--- config.mk ---
export PLATFORM = sky130hd
export DESIGN_NAME = fir_sym_mac_sched_flat
export DESIGN_NICKNAME = d
export VERILOG_FILES = /design/src/rtl/fir_pkg.sv /design/src/rtl/fir_sym_mac_sched_if.sv /design/src/rtl/fir_pair_mac.sv /design/src/rtl/fir_sym_mac_sched.sv /design/src/flat_wrapper.sv
export SDC_FILE = /design/constraint.sdc
export NUM_CORES = 2
export LEC_CHECK = 0
export CAP_MARGIN = 20
export CORE_MARGIN = 2
export CORE_UTILIZATION = 60
export CTS_CLUSTER_SIZE = 12
export DETAILED_ROUTE_END_ITERATION = 12
export GPL_TIMING_DRIVEN = 0
export PLACE_DENSITY_LB_ADDON = 0.1
export REMOVE_ABC_BUFFERS = 1
export SLEW_MARGIN = 20
export SYNTH_ARGS = -nofsm -noshare
export SYNTH_HDL_FRONTEND = slang
export SYNTH_SLANG_ARGS = --single-unit
--- constraint.sdc ---
create_clock -name clk -period 13.4 [get_ports clk]
set_input_delay 2.01 -clock clk [delete_from_list [all_inputs] [get_ports clk]]
set_output_delay 2.01 -clock clk [all_outputs]
set_load 0.01 [all_outputs]
--- src/rtl/fir_pkg.sv ---
// fir_pkg: shared state encoding and width helpers for the symmetric FIR scheduler
package fir_pkg;
  typedef enum logic [1:0] {IDLE, RUN, DRAIN, DONE} sched_state_t;
  function automatic int pair_w(int data_w);
    return data_w + 1;
  endfunction
  function automatic int prod_w(int data_w, int coeff_w);
    return pair_w(data_w) + coeff_w;
  endfunction
  function automatic int acc_w(int data_w, int coeff_w, int tap);
    return prod_w(data_w, coeff_w) + $clog2(tap / 2);
  endfunction
endpackage

--- src/rtl/fir_sym_mac_sched_if.sv ---
// fir_sym_mac_sched_if: sample, coefficient and output handshake bundle
interface fir_sym_mac_sched_if #(
    parameter int DATA_W  = 24,
    parameter int COEFF_W = 16,
    parameter int TAP     = 16
);
    import fir_pkg::*;
    localparam int NPAIR = TAP / 2;
    localparam int AW    = $clog2(NPAIR);
    localparam int ACC_W = acc_w(DATA_W, COEFF_W, TAP);
    logic                      s_valid;
    logic                      s_ready;
    logic signed [DATA_W-1:0]  s_data;
    logic                      coef_we;
    logic [AW-1:0]             coef_addr;
    logic signed [COEFF_W-1:0] coef_data;
    logic                      m_valid;
    logic                      m_ready;
    logic signed [ACC_W-1:0]   m_data;
    logic                      busy;
    modport master (
        output s_valid, s_data, coef_we, coef_addr, coef_data, m_ready,
        input  s_ready, m_valid, m_data, busy
    );
    modport slave (
        input  s_valid, s_data, coef_we, coef_addr, coef_data, m_ready,
        output s_ready, m_valid, m_data, busy
    );
endinterface

--- src/rtl/fir_pair_mac.sv ---
// fir_pair_mac: 3-stage pair-sum, multiply and accumulate pipeline
module fir_pair_mac #(
    parameter int DATA_W  = 24,
    parameter int COEFF_W = 16,
    parameter int TAP     = 16
) (
    input  logic                                               clk,
    input  logic                                               rst,
    input  logic                                               clr,
    input  logic                                               issue,
    input  logic signed [DATA_W-1:0]                           xa,
    input  logic signed [DATA_W-1:0]                           xb,
    input  logic signed [COEFF_W-1:0]                          coef,
    output logic signed [fir_pkg::acc_w(DATA_W, COEFF_W, TAP)-1:0] acc
);
    import fir_pkg::*;
    localparam int PAIR_W = pair_w(DATA_W);
    localparam int PROD_W = prod_w(DATA_W, COEFF_W);
    localparam int ACC_W  = acc_w(DATA_W, COEFF_W, TAP);
    logic signed [PAIR_W-1:0]  sum_q;
    logic signed [COEFF_W-1:0] c_q;
    logic signed [PROD_W-1:0]  prod_q;
    logic                      v1_q, v2_q;
    always_ff @(posedge clk) begin
        if (rst) begin
            v1_q   <= 1'b0;
            v2_q   <= 1'b0;
            sum_q  <= '0;
            c_q    <= '0;
            prod_q <= '0;
            acc    <= '0;
        end else begin
            v1_q   <= issue;
            v2_q   <= v1_q;
            sum_q  <= PAIR_W'(xa) + PAIR_W'(xb);
            c_q    <= coef;
            prod_q <= PROD_W'(sum_q) * PROD_W'(c_q);
            acc    <= clr ? '0 : v2_q ? acc + ACC_W'(prod_q) : acc;
        end
    end
endmodule

--- src/rtl/fir_sym_mac_sched.sv ---
// fir_sym_mac_sched: time-multiplexed symmetric FIR, one shared MAC over TAP/2 pairs
module fir_sym_mac_sched #(
    parameter int DATA_W  = 24,
    parameter int COEFF_W = 16,
    parameter int TAP     = 16
) (
    input logic                clk,
    input logic                rst,
    fir_sym_mac_sched_if.slave bus
);
    import fir_pkg::*;
    localparam int NPAIR = TAP / 2;
    localparam int AW    = $clog2(NPAIR);
    localparam int PW    = $clog2(TAP);
    localparam int ACC_W = acc_w(DATA_W, COEFF_W, TAP);
    sched_state_t              state_q, state_d;
    logic signed [DATA_W-1:0]  x_q [TAP];
    logic signed [COEFF_W-1:0] h_q [NPAIR];
    logic [PW-1:0]             wp_q, np, ia, ib;
    logic [AW-1:0]             k_q;
    logic                      d_q, accept, issue, last;
    logic signed [ACC_W-1:0]   acc;
    // circular-buffer index of delay d relative to the newest sample p
    function automatic logic [PW-1:0] back(logic [PW-1:0] p, int d);
        int t;
        t = int'(p) - d;
        return PW'(t < 0 ? t + TAP : t);
    endfunction
    always_comb begin
        accept = state_q == IDLE && bus.s_valid;
        issue  = state_q == RUN;
        last   = k_q == AW'(NPAIR - 1);
        np     = wp_q == '0 ? PW'(TAP - 1) : wp_q - 1'b1;
        ia     = back(np, int'(k_q));
        ib     = back(np, TAP - 1 - int'(k_q));
    end
    always_comb begin
        state_d = state_q;
        case (state_q)
            IDLE:    state_d = bus.s_valid ? RUN : IDLE;
            RUN:     state_d = last ? DRAIN : RUN;
            DRAIN:   state_d = d_q ? DONE : DRAIN;
            DONE:    state_d = bus.m_ready ? IDLE : DONE;
            default: state_d = IDLE;
        endcase
    end
    always_ff @(posedge clk) begin
        if (rst) begin
            state_q <= IDLE;
            wp_q    <= '0;
            k_q     <= '0;
            d_q     <= 1'b0;
            for (int i = 0; i < TAP; i++) x_q[i] <= '0;
            for (int i = 0; i < NPAIR; i++) h_q[i] <= '0;
        end else begin
            state_q <= state_d;
            k_q     <= accept ? '0 : issue ? k_q + 1'b1 : k_q;
            d_q     <= state_q == DRAIN ? ~d_q : 1'b0;
            if (accept) begin
                x_q[wp_q] <= bus.s_data;
                wp_q      <= wp_q == PW'(TAP - 1) ? '0 : wp_q + 1'b1;
            end
            // coefficient bank is frozen while a computation is in flight
            if (state_q == IDLE && bus.coef_we) h_q[bus.coef_addr] <= bus.coef_data;
        end
    end
    fir_pair_mac #(.DATA_W(DATA_W), .COEFF_W(COEFF_W), .TAP(TAP)) u_mac (
        .clk  (clk),
        .rst  (rst),
        .clr  (accept),
        .issue(issue),
        .xa   (x_q[ia]),
        .xb   (x_q[ib]),
        .coef (h_q[k_q]),
        .acc  (acc)
    );
    assign bus.s_ready = state_q == IDLE;
    assign bus.m_valid = state_q == DONE;
    assign bus.busy    = state_q != IDLE;
    assign bus.m_data  = acc;
endmodule

--- src/flat_wrapper.sv ---
// flat-port wrapper written by rule: the top's interface ports become plain ports
module fir_sym_mac_sched_flat import fir_pkg::*;
#(
    parameter int DATA_W  = 24,
    parameter int COEFF_W = 16,
    parameter int TAP     = 16
)
  (clk, rst, bus_s_valid, bus_s_data, bus_coef_we, bus_coef_addr, bus_coef_data, bus_m_ready, bus_s_ready, bus_m_valid, bus_m_data, bus_busy);
  fir_sym_mac_sched_if #(.DATA_W(DATA_W), .COEFF_W(COEFF_W), .TAP(TAP)) bus_i ();
  input logic clk;
  input logic rst;
  input wire logic [$bits(bus_i.s_valid)-1:0] bus_s_valid;
  input wire logic [$bits(bus_i.s_data)-1:0] bus_s_data;
  input wire logic [$bits(bus_i.coef_we)-1:0] bus_coef_we;
  input wire logic [$bits(bus_i.coef_addr)-1:0] bus_coef_addr;
  input wire logic [$bits(bus_i.coef_data)-1:0] bus_coef_data;
  input wire logic [$bits(bus_i.m_ready)-1:0] bus_m_ready;
  output wire logic [$bits(bus_i.s_ready)-1:0] bus_s_ready;
  output wire logic [$bits(bus_i.m_valid)-1:0] bus_m_valid;
  output wire logic [$bits(bus_i.m_data)-1:0] bus_m_data;
  output wire logic [$bits(bus_i.busy)-1:0] bus_busy;
  assign bus_i.s_valid = bus_s_valid;
  assign bus_i.s_data = bus_s_data;
  assign bus_i.coef_we = bus_coef_we;
  assign bus_i.coef_addr = bus_coef_addr;
  assign bus_i.coef_data = bus_coef_data;
  assign bus_i.m_ready = bus_m_ready;
  assign bus_s_ready = bus_i.s_ready;
  assign bus_m_valid = bus_i.m_valid;
  assign bus_m_data = bus_i.m_data;
  assign bus_busy = bus_i.busy;
  fir_sym_mac_sched #(.DATA_W(DATA_W), .COEFF_W(COEFF_W), .TAP(TAP)) u_core (.clk(clk), .rst(rst), .bus(bus_i));
endmodule
==> flow_summary.json <==
{
  "run_status": "completed",
  "firstDrtPassIters": 7,
  "ctsHtreeMaxLevel": 3,
  "io_buffers": 94,
  "via_per_inst": 6.05,
  "asyncSetResetFlopFracSynth_pct": 0,
  "tritoncts.num_buffers": 73,
  "ir_worst_vdd_v": 0.000110,
  "cts_root_buffer": "sky130_fd_sc_hd__clkbuf_16",
  "die_area_um2": 81700,
  "netlist_area_um2": 47700,
  "drt_iter0_drc": 2673,
  "nNetsFinal": 4683,
  "synth.yosys.seq_area_share_pct": 38.0,
  "nFillCells": 5915,
  "grt_use_total_pct": 30.5,
  "floorplan.initialDensity_pct": 60.4,
  "clk-insertion-delay-late_ps": 650,
  "final_min_period_over_clock_period_pct": 57.3,
  "grt_first_pass_wirelength_mm": 189,
  "cp.required_ps": 13900,
  "synthFlopType": "sky130_fd_sc_hd__edfxtp_1",
  "finalClockSkew_ps": 38.9,
  "final_period_minus_worst_setup_slack_ps": 7680,
  "pin_count": 95,
  "first_global_vias": 32600,
  "antenna_violating_nets_post_route": 0,
  "count_of_flip_flops_with_a_built_in_enable_after_synthesis": 512,
  "finalWirelength_mm": 121,
  "wp_data_arrival_ps": 8180,
  "cp-start-kind": "flip-flop",
  "final-seq-area_um2": 18200,
  "antenna_found_initial": 9,
  "worst_setup_path_end_kind": "flip-flop",
  "synth_top_area_share_pct": 32.3,
  "dp_hpwl_mm": 82.8,
  "post_synth_num_cell_types": 70,
  "final_layout_size_suffix_gt1_share_pct": 12.1,
  "post-route-drc-count": 0,
  "core_region_area_um2": 78900,
  "path_class": "reg2reg",
  "timing.critical_path.fanout_max": 19,
  "wire_per_inst_um": 23.4,
  "slew_viol_final": 0,
  "syn2layout_area_growth_pct": 10.5,
  "tritoncts_num_sinks": 650,
  "grt_residual_overflow": 0,
  "crit_top_cell": "sky130_fd_sc_hd__fa_1",
  "timing.final.ws_setup_ps": 5720,
  "hold-worst-slack_ps": 420,
  "critical_path_cell_sequence": "clkinv_1 > nor2_1 > fa_1 > fa_1 > fa_1 > fa_1 > fa_1 > fa_1 > ha_1 > a21oi_1 > o21ai_0 > a221o_1 > a221o_1 > o311ai_1 > o21ai_0 > nor3_1 > o31ai_1 > xnor2_1 > nor2_1",
  "synthesis.instances": 4072,
  "synthesis.yosys.warnings": 0,
  "timing.critical_path.buf_inv": 1,
  "area_occupied_by_multi_input_gates_um2": 27100,
  "grt_start_max_net_pins": 99,
  "holdCritPathClass": "reg2reg",
  "clockBufferDepth": 3,
  "timing.max_slew.rel_slack_pct": 20.3,
  "critical_path.slowest_cell": "sky130_fd_sc_hd__clkinv_1",
  "detailroute.via_count": 31300,
  "worst_path_dominant_cell_family": "adder cells",
  "post_cts_resized": 0,
  "die_h_um": 286,
  "clock_pin_slew_on_the_worst_setup_and_hold_paths_ps": 60,
  "final-hold-violation-count": 0,
  "netlist.top_cell.by_area": "sky130_fd_sc_hd__edfxtp_1",
  "cts-hold-fix-buffers": 0,
  "setup-tns-final_ps": 0,
  "chipWidth_um": 286,
  "worstMarginPinSlew_ps": 1190,
  "power.leakage_nw": 21.7,
  "synthTopCellsByArea": "sky130_fd_sc_hd__edfxtp_1 32%, sky130_fd_sc_hd__fa_1 16%, sky130_fd_sc_hd__mux4_2 12%",
  "post_cts_buffers": 0,
  "final_setup_violation_count": 0,
  "row_count": 103,
  "critPathMaxStageDelay_ps": 830,
  "routability_cong": 0.850,
  "power_per_cell_area_nw_per_um2": 156,
  "placement.setup.worst_slack_ps": 5770,
  "syn_avg_cell_area_um2": 11.7,
  "max_cap_violations": 0,
  "tritoncts": "done",
  "yosys_register_bits": 650,
  "rsz0062_at_grt": "no",
  "timing.fmax_mhz": 130
}
-- metrics by stage --
step / power [mW] / instance area, µm² / util, % / cells
detailed placement: 6.28 / 50400 / 63.9 / 5038
global placement: 6.24 / 49000 / 62.2 / 4982
global route: 8.77 / 52700 / 66.8 / 5174
CTS: 8.21 / 52600 / 66.7 / 5170
floorplan: 5.27 / 46800 / - / 3838
finish: 8.21 / 52700 / 66.8 / 5176
-- power breakdown --
part	switching (mW)	total [mW]	internal, mW
combinational	2.09	3.70	1.62
sequential	0.250	2.58	2.33
clock	0.853	1.93	1.07
total	3.19	8.21	5.02
-- cell type report --
type,instances,share of cell area [%]
clock buffers,97,3.68
clock inverters,35,0.660
well taps,1050,2.49
repair buffers,151,3.83
diodes,5,0.0238
inverters,467,3.33
multi-input cells,2721,51.5
flip-flops and latches,650,34.5
-- registers in the layout, summed over array words and instances, names as in the netlist --
name,cells
u_core.u_mac.sum_q,25
u_core.state_q,2
u_core.h_q,128
u_core.k_q,3
u_core.wp_q,4
u_core.u_mac.prod_q,41
u_core.u_mac.v2_q,1
u_core.u_mac.c_q,16
u_core.d_q,1
u_core.u_mac.v1_q,1
u_core.u_mac.acc,44
u_core.x_q,384
-- worst paths after layout --
path	start	end	slack, ps	cells past startpoint
min reg2reg	u_core.d_q	u_core.d_q	420	1
min	u_core.d_q	u_core.d_q	420	1
max	u_core.u_mac.c_q[15]	u_core.u_mac.prod_q[40]	5720	19
max reg2reg	u_core.u_mac.c_q[15]	u_core.u_mac.prod_q[40]	5720	19
-- cells in the final DEF, fill, tap and decap left out, drive strengths merged, types with 5 or more instances in the layout --
cell type      instances
xor2                  46
mux2i                 60
nor2                 183
nand4                 14
nor3                  27
nand2                315
or3                    7
edfxtp               512
diode                  5
nor2b                 46
o21bai                17
o211ai                 8
clkdlybuf4s50         93
mux4                 248
clkinv                31
or2                   30
ha                   179
buf                   58
fa                   392
nand3                 22
a21oi                135
xnor2                 58
o31ai                  7
and3                  12
nand3b                 5
nand2b                16
a21o                  55
and2                 672
a211oi                36
inv                  469
o21ai                 53
a31oi                 11
o21a                  15
dfxtp                138
clkbuf                97
-- synthesized netlist by cell type (14+ instances only) --
library cell               instances
sky130_fd_sc_hd__nor2_1          183
sky130_fd_sc_hd__and2_1          672
sky130_fd_sc_hd__inv_1           465
sky130_fd_sc_hd__clkbuf_1        211
sky130_fd_sc_hd__dfxtp_1         138
sky130_fd_sc_hd__xnor2_1          58
sky130_fd_sc_hd__buf_1            21
sky130_fd_sc_hd__or2_2            30
sky130_fd_sc_hd__nor2b_1          45
sky130_fd_sc_hd__fa_1            392
sky130_fd_sc_hd__o21ai_0          42
sky130_fd_sc_hd__a21oi_1         134
sky130_fd_sc_hd__mux2i_1          60
sky130_fd_sc_hd__a21o_1           55
sky130_fd_sc_hd__nand4_1          14
sky130_fd_sc_hd__nand2_1         315
sky130_fd_sc_hd__nor3_1           27
sky130_fd_sc_hd__xor2_1           46
sky130_fd_sc_hd__ha_1            179
sky130_fd_sc_hd__nand3_1          22
sky130_fd_sc_hd__mux4_2          248
sky130_fd_sc_hd__a211oi_1         35
sky130_fd_sc_hd__o21a_1           14
sky130_fd_sc_hd__nand2b_1         16
sky130_fd_sc_hd__o21bai_1         17
sky130_fd_sc_hd__edfxtp_1        512
-- kinds of logic (layout without fill, tap and decap cells) --
group,Yosys count,count (layout),synth area share (%)
fa+ha+maj,571,571,21.2
other cells,0,5,0
xor+xnor,104,104,1.91
simple gates,1362,1362,15.2
mux,310,310,13.0
flops,650,650,38.0
compound gates,374,374,5.10
buf+inv,701,750,5.52
-- layer usage --
metal	up-vias	track usage, %	part of all wire (%)
li1	13800	-	-
met1	15800	40.7	39
met2	1388	50.8	49
met3	311	4.70	7.9
met4	8	11.6	3.9
met5	-	0	0.044
Note: power is estimated with default switching activity, not from simulation.
